==> src/rtl/pattern_scan_ctrl_if.sv <==
// Upstream word handshake plus scan status for pattern_scan_ctrl.
// master = word source / observer, slave = the controller.
interface pattern_scan_ctrl_if;
  logic       in_valid;
  logic [7:0] in_data;
  logic       in_last;
  logic       in_ready;
  logic       busy;
  logic       det_pulse;
  logic [7:0] match_cnt;
  logic       done;

  modport master (
    output in_valid, in_data, in_last,
    input  in_ready, busy, det_pulse,
    input  match_cnt, done
  );

  modport slave (
    input  in_valid, in_data, in_last,
    output in_ready, busy, det_pulse,
    output match_cnt, done
  );
endinterface

==> src/rtl/pattern_scan_ctrl.sv <==
// Serial pattern scanner: shifts 8-bit words MSB first through a
// PAT_LEN-bit window and counts (overlapping) matches per frame.
module pattern_scan_ctrl #(
  parameter int                 PAT_LEN = 4,
  parameter logic [PAT_LEN-1:0] PATTERN = 4'b1011
) (
  input logic                clk,
  input logic                reset,
  pattern_scan_ctrl_if.slave bus
);

  localparam int FW = $clog2(PAT_LEN + 1);

  typedef enum logic [1:0] {
    S_IDLE,
    S_SHIFT,
    S_DONE
  } state_t;

  state_t             r_state;
  logic [7:0]         r_sr;
  logic [2:0]         r_idx;
  logic               r_last;
  logic               r_in_frame;
  logic [PAT_LEN-1:0] r_win;
  logic [FW-1:0]      r_fill;
  logic [7:0]         r_cnt;
  logic               r_det;

  logic               w_bit;
  logic [PAT_LEN-1:0] w_win_nxt;
  logic [FW-1:0]      w_fill_nxt;
  logic               w_match;
  logic [7:0]         w_cnt_inc;
  logic               w_ready;
  logic               w_hs;

  assign w_bit     = r_sr[7];
  assign w_win_nxt = {r_win[PAT_LEN-2:0], w_bit};

  assign w_fill_nxt =
    (r_fill == FW'(PAT_LEN)) ? r_fill : r_fill + FW'(1);

  // r_fill counts bits before this one, so PAT_LEN-1 means window full
  assign w_match =
    (w_win_nxt == PATTERN) &&
    (r_fill >= FW'(PAT_LEN - 1));

  assign w_cnt_inc =
    (r_cnt == 8'hFF) ? r_cnt : r_cnt + 8'd1;

  // gated by reset so in_ready is low while held in reset
  assign w_ready = reset & (
    (r_state == S_IDLE) |
    ((r_state == S_SHIFT) & (r_idx == 3'd0) & ~r_last)
  );

  assign w_hs = bus.in_valid & w_ready;

  always_ff @(posedge clk or negedge reset) begin
    if (!reset) begin
      r_state    <= S_IDLE;
      r_sr       <= '0;
      r_idx      <= '0;
      r_last     <= 1'b0;
      r_in_frame <= 1'b0;
      r_win      <= '0;
      r_fill     <= '0;
      r_cnt      <= '0;
      r_det      <= 1'b0;
    end else begin
      r_det <= 1'b0;
      unique case (r_state)
        S_IDLE: begin
          if (w_hs) begin
            r_sr       <= bus.in_data;
            r_last     <= bus.in_last;
            r_idx      <= 3'd7;
            r_state    <= S_SHIFT;
            r_in_frame <= 1'b1;
            if (!r_in_frame) r_cnt <= '0;
          end
        end
        S_SHIFT: begin
          r_win  <= w_win_nxt;
          r_fill <= w_fill_nxt;
          r_sr   <= {r_sr[6:0], 1'b0};
          r_idx  <= r_idx - 3'd1;
          if (w_match) begin
            r_det <= 1'b1;
            r_cnt <= w_cnt_inc;
          end
          if (r_idx == 3'd0) begin
            if (r_last) begin
              r_state <= S_DONE;
            end else if (w_hs) begin
              r_sr   <= bus.in_data;
              r_last <= bus.in_last;
              r_idx  <= 3'd7;
            end else begin
              r_state <= S_IDLE;
            end
          end
        end
        S_DONE: begin
          r_state    <= S_IDLE;
          r_win      <= '0;
          r_fill     <= '0;
          r_in_frame <= 1'b0;
        end
        default: r_state <= S_IDLE;
      endcase
    end
  end

  assign bus.in_ready  = w_ready;
  assign bus.busy      = (r_state != S_IDLE);
  assign bus.done      = (r_state == S_DONE);
  assign bus.det_pulse = r_det;
  assign bus.match_cnt = r_cnt;

endmodule

==> src/flat_wrapper.sv <==
// flat-port wrapper written by rule: the top's interface ports become plain ports
module pattern_scan_ctrl_flat 
#(
  parameter int                 PAT_LEN = 4,
  parameter logic [PAT_LEN-1:0] PATTERN = 4'b1011
)
  (clk, reset, bus_in_valid, bus_in_data, bus_in_last, bus_in_ready, bus_busy, bus_det_pulse, bus_match_cnt, bus_done);
  pattern_scan_ctrl_if bus_i ();
  input logic clk;
  input logic reset;
  input wire logic [$bits(bus_i.in_valid)-1:0] bus_in_valid;
  input wire logic [$bits(bus_i.in_data)-1:0] bus_in_data;
  input wire logic [$bits(bus_i.in_last)-1:0] bus_in_last;
  output wire logic [$bits(bus_i.in_ready)-1:0] bus_in_ready;
  output wire logic [$bits(bus_i.busy)-1:0] bus_busy;
  output wire logic [$bits(bus_i.det_pulse)-1:0] bus_det_pulse;
  output wire logic [$bits(bus_i.match_cnt)-1:0] bus_match_cnt;
  output wire logic [$bits(bus_i.done)-1:0] bus_done;
  assign bus_i.in_valid = bus_in_valid;
  assign bus_i.in_data = bus_in_data;
  assign bus_i.in_last = bus_in_last;
  assign bus_in_ready = bus_i.in_ready;
  assign bus_busy = bus_i.busy;
  assign bus_det_pulse = bus_i.det_pulse;
  assign bus_match_cnt = bus_i.match_cnt;
  assign bus_done = bus_i.done;
  pattern_scan_ctrl #(.PAT_LEN(PAT_LEN), .PATTERN(PATTERN)) u_core (.clk(clk), .reset(reset), .bus(bus_i));
endmodule
==> config.mk <==
export PLATFORM = sky130hd
export DESIGN_NAME = pattern_scan_ctrl_flat
export DESIGN_NICKNAME = d
export VERILOG_FILES = /design/src/rtl/pattern_scan_ctrl_if.sv /design/src/rtl/pattern_scan_ctrl.sv /design/src/flat_wrapper.sv
export SDC_FILE = /design/constraint.sdc
export NUM_CORES = 1
export LEC_CHECK = 0
export CORE_MARGIN = 2
export CORE_UTILIZATION = 40
export DETAILED_ROUTE_END_ITERATION = 7
export GPL_ROUTABILITY_DRIVEN = 0
export MAX_ROUTING_LAYER = met4
export PLACE_DENSITY_LB_ADDON = 0.25
export SYNTH_ARGS = -nofsm -noshare
export SYNTH_HDL_FRONTEND = slang
export SYNTH_SLANG_ARGS = --single-unit
==> constraint.sdc <==
create_clock -name clk -period 2 [get_ports clk]
set_input_delay 0.4 -clock clk [delete_from_list [all_inputs] [get_ports clk]]
set_output_delay 0.4 -clock clk [all_outputs]
set_load 0.01 [all_outputs]
# After elaboration in Yosys (flattened, before gate mapping)
# Cells that the tools add are included.
[totals]
inputBits = 12
elab_cells = 76
regBits = 30
[classes]
n_lt_le_gt_ge = 1
mux = 32
n_reduce_logical = 13
eq_ne = 12
addsub = 3
bitwise_logic = 6
[ops]
columns = ["operator", "count"]
rows = [
  ["$mux 8", 8],
  ["$pmux 8 s2", 2],
  ["$pmux 3 s2", 3],
  ["$mux 3", 5],
  ["$add 8x1->8 const B", 1],
  ["$eq 8x8->1 const B", 1],
  ["$mux 2", 4],
  ["$ne 2x2->1 const B", 4],
  ["$reduce_bool 2->1", 4],
  ["$mux 1", 7],
  ["$reduce_and 2->1", 3],
  ["$reduce_and 3->1", 2],
  ["$reduce_and 5->1", 1],
  ["$and 1x1->1", 4],
  ["$eq 4x4->1 const B", 1],
  ["$ne 2x1->1 const B", 2],
  ["$pmux 1 s2", 2],
  ["$pmux 2 s2", 1],
  ["$add 3x1->3 const B", 1],
  ["$eq 3x3->1 const B", 1],
  ["$ge 3x2->1 const B", 1],
  ["$logic_not 3->1", 1],
  ["$ne 3x2->1 const B", 1],
  ["$sub 3x1->3 const B", 1],
  ["6 further kinds", 6],
]

# Logic depth before layout (Yosys ltp)
[depth]
depth_word = 10
depth_mapped = 7
mapped_depth_nobuf = 6

# Least setup slack after synthesis
# OpenSTA, ideal clock, no wires.
[synth_timing]
kind = "register to register"
startpoint = "register u_core.r_fill[0]"
endpoint = "register u_core.r_cnt[0], in the netlist u_core.bus.match_cnt[0]"
n_path_buf = 0
setup_time_ps = 126
stages_incl_launch_ff = 7
required_time_ps = 1874
arrival_time_ps = 1738
path_slack_ps = 136
cell_sequence = "dfrtp_1 -> ha_1 -> ha_1 -> a211oi_1 -> or4_4 -> or2_1 -> a311o_1"
[synth_between]
elab_chain_len = 4
[synth_rtl]
columns = ["item", "line", "source"]
rows = [
  ["start: declaration", "pattern_scan_ctrl.sv:26", "logic [FW-1:0] r_fill;"],
  ["start signal: assignment", "pattern_scan_ctrl.sv:86", "r_fill <= w_fill_nxt;"],
  ["$ge 3x2->1", "pattern_scan_ctrl.sv:47", "(r_fill >= FW'(PAT_LEN - 1));"],
  ["$logic_and 1x1->1", "pattern_scan_ctrl.sv:46", "(w_win_nxt == PATTERN) &&"],
  ["$ne 2x1->1 (no line)", "--", ""],
  ["$reduce_and 5->1 (no line)", "--", ""],
  ["end signal: assignment", "pattern_scan_ctrl.sv:91", "r_cnt <= w_cnt_inc;"],
  ["end: declaration", "pattern_scan_ctrl.sv:27", "logic [7:0] r_cnt;"],
]
# No other way between the ends.
# A chain may end at the register's enable or synchronous reset.

# Worst setup path after layout
[layout_timing]
startpoint = "register u_core.r_fill[1]"
endpoint = "register u_core.r_cnt[1], in the netlist u_core.bus.match_cnt[1]"
# The elaborated chain is that of the path after synthesis.

==> results.json <==
{
  "num_rows": 23,
  "overflow": 0,
  "cpLargestDelayFamily": "simple AND/OR/NAND/NOR gates",
  "cts_root_buf": "clkbuf_8",
  "irDropWorstVdd_mv": 0.7121,
  "cp_cell_sequence": "ha_2, ha_4, a211oi_2, or4_4, or2_4, a311o_1",
  "core_sq_um": 4058,
  "clk_latency_ns": 0.29,
  "pre_cts_ws_ns": -0.3153,
  "maxCapViolations": 0,
  "yosysWarnings": 0,
  "slew_viol_final": 0,
  "io_buffer_count": 23,
  "die_height_microns": 69.56,
  "cp_max_fo": 6,
  "track_usage": 0.2131,
  "seq_power_share": 0.285,
  "layout-drive-gt1-share": 0.2974,
  "hold_ws_ns": 0.4631,
  "crit_slowest_cell": "or4_4",
  "grt_pass1_vias": 1647,
  "ant_nets": 0,
  "synthCells": 176,
  "power_per_cell_area_nw_per_um2": 1559,
  "cts.clk_slew.worst_paths_ns": 0.06,
  "ys_seq_area_frac": 0.4367,
  "hold_class": "in2async",
  "p_switching_w": 0.001497,
  "cts_tree": "done",
  "final.setup_skew_ns": 0.007260,
  "final_cell_mix": "buf_4 (34), dfrtp_1 (30), clkdlybuf4s50_1 (20)",
  "drt_pass1_iterations": 4,
  "synth_area_sq_um": 1719,
  "antenna_found_initial": 0,
  "power_frac_comb": 0.587,
  "slowest_delay_ns": 0.56,
  "cp_num_buf_inv": 0,
  "synth-edff-count": 0,
  "worst_slew_pin_slew_ns": 0.7289,
  "swShare": 0.3990,
  "pwr-share-clk": 0.128,
  "via_per_inst": 5.745,
  "grt_pass1_wl_mm": 7.893,
  "post-route-min-period_ns": 2.008,
  "ios": 24,
  "setup_viol": 2,
  "area_growth_pct": 39.96,
  "drc": 0,
  "wire_per_inst_microns": 16.40,
  "grt_start_max_net_pins": 21,
  "fmax_mhz": 498.1,
  "ys_ff_latch": 30,
  "slew_headroom": 0.5130,
  "rsz0062_at_grt": "true",
  "min_period_over_period": 1.004,
  "hpwl_mm": 3.048,
  "hold_buffers": 0,
  "fillers": 352,
  "clockBufferDepth": 2,
  "violations": "setup timing",
  "wirelength_mm": 4.626,
  "path_class": "reg2reg",
  "p_leak_nw": 1.031,
  "crit_arrival_ns": 2.17,
  "multiInputGateArea_sq_um": 975.9,
  "drt_iter0_markers": 104,
  "numCtsBuffers": 5,
  "p_int_w": 0.002255,
  "ys.flop_type": "dfrtp_1",
  "async_reset_ff_frac": 1.000,
  "p_total_w": 0.003751,
  "crit_required_ns": 2.16,
  "die_area_sq_um": 4839,
  "synthesis.nets": 198,
  "initial_core_util": 0.4237,
  "vias": 1620,
  "syn_area_per_cell_sq_um": 9.768,
  "n_antenna_cell": 0,
  "hold_violations": 0,
  "die_w_microns": 69.56,
  "setup_slack_ns": -0.007520,
  "nNetsFinal": 255,
  "end_kind": "flop",
  "htree_levels": 2,
  "final_common_cell": "buf_4",
  "outcome": "finished, violations left",
  "critPathLaunchType": "flop",
  "seq_area_sq_um": 750.7,
  "synth_cell_type_count": 41,
  "cts_sinks": 30
}
## final cells by class
| type | count | area share |
|---|---|---|
| sequential | 30 | 0.3120 |
| clock buffer | 6 | 0.03432 |
| inverter | 15 | 0.02340 |
| multi-input combinational | 124 | 0.4056 |
| tap | 50 | 0.02600 |
| timing repair buffer | 57 | 0.1986 |
## Yosys cell counts (2+ instances only)
cell,n,share of area
or3_1,12,0.044
nand3_1,7,0.020
ha_1,10,0.073
nor2b_1,2,0.0073
nand2b_1,3,0.011
nand2_1,12,0.026
clkbuf_1,5,0.011
nor3_1,6,0.017
and3_1,3,0.011
a221o_1,2,0.012
a311o_1,2,0.012
nor4_1,2,0.0073
o221a_2,7,0.046
and2_1,2,0.0073
o311a_1,3,0.017
dfrtp_1,30,0.44
and4_1,2,0.010
inv_1,15,0.033
o311ai_0,7,0.036
mux2_2,2,0.013
nand3b_1,3,0.013
o21ai_0,8,0.023
nor2_1,6,0.013
a21oi_1,7,0.020
o22ai_1,2,0.0073
## power groups by stage
stage / Combinational (W) / Clock, W / Sequential, W
4_1_cts: 0.00209 / 0.000490 / 0.00106
5_1_grt: 0.00243 / 0.000521 / 0.00110
3_3_place_gp: 0.00186 / 0 / 0.00104
2_1_floorplan: 0.00110 / 0 / 0.00110
6_report: 0.00220 / 0.000480 / 0.00107
3_5_place_dp: 0.00196 / 0 / 0.00106
## per-layer routing
metal | global-route usage | part of all wire
met5 | - | 0
met4 | 0.1002 | 0.027
met3 | 0.05669 | 0.045
met2 | 0.3333 | 0.49
met1 | 0.2565 | 0.44
## worst paths after layout
kind	endpoint	depth (start not counted)	startpoint	slack, ns
setup / recovery	u_core.bus.match_cnt[1]$_DFFE_PN0P_	6	u_core.r_fill[1]$_DFFE_PN0P_	-0.008
max in group asynchronous	u_core.r_last$_DFFE_PN0P_	2	reset	1.24
hold reg to reg	u_core.r_sr[0]$_DFFE_PN0P_	2	u_core.r_sr[0]$_DFFE_PN0P_	0.51
setup reg to reg	u_core.bus.match_cnt[1]$_DFFE_PN0P_	6	u_core.r_fill[1]$_DFFE_PN0P_	-0.008
min in group clk	u_core.r_sr[0]$_DFFE_PN0P_	2	u_core.r_sr[0]$_DFFE_PN0P_	0.51
hold / removal	u_core.r_sr[5]$_DFFE_PN0P_	2	reset	0.46
## kinds of logic (layout without fill, tap and decap cells)
| group | count (synthesis) | in the layout | synth area share |
|---|---|---|---|
| xor gates and xnor gates | 1 | 1 | 0.005096 |
| and+or+nand+nor | 62 | 63 | 0.1980 |
| buffers and inverters | 23 | 78 | 0.05603 |
| adders and majority gates | 10 | 10 | 0.07278 |
| DFF | 30 | 30 | 0.4367 |
| muxes | 2 | 2 | 0.01310 |
| AOI/OAI and AO/OA | 48 | 48 | 0.2184 |
## repair_timing
item | 4_1_cts | 5_1_grt
pin swaps | 1 | 10
setup endpoints to repair | 18 | 10
gates resized for setup | 18 | 14
gates cloned | 1 | 0
buffers inserted | 2 | 2
## worst reg2reg max path: stages (launching register included)
cell and delay [ns]:
dfrtp_1 0.35, ha_2 0.19, ha_4 0.12, a211oi_2 0.05, or4_4 0.56, or2_4 0.30
a311o_1 0.31
## through the flow
stage	instance area (sq um)	utilization	std cells	setup TNS (ns)
6_report	2406	0.5930	282	-0.009865
5_1_grt	2406	0.5930	282	-0.4038
4_1_cts	2346	0.5782	280	-0.007744
3_5_place_dp	2197	0.5415	271	-4.516
3_3_place_gp	2197	0.5415	271	-3.200
2_1_floorplan	1719	-	176	0
## registers in the layout, indices dropped and copies added (netlist names)
signal,count
u_core.r_state,2
u_core.r_fill,3
u_core.r_in_frame,1
u_core.r_sr,8
u_core.bus.det_pulse,1
u_core.r_idx,3
u_core.r_last,1
u_core.r_win,3
u_core.bus.match_cnt,8
No activity file was read; power rests on OpenSTA's default activity.
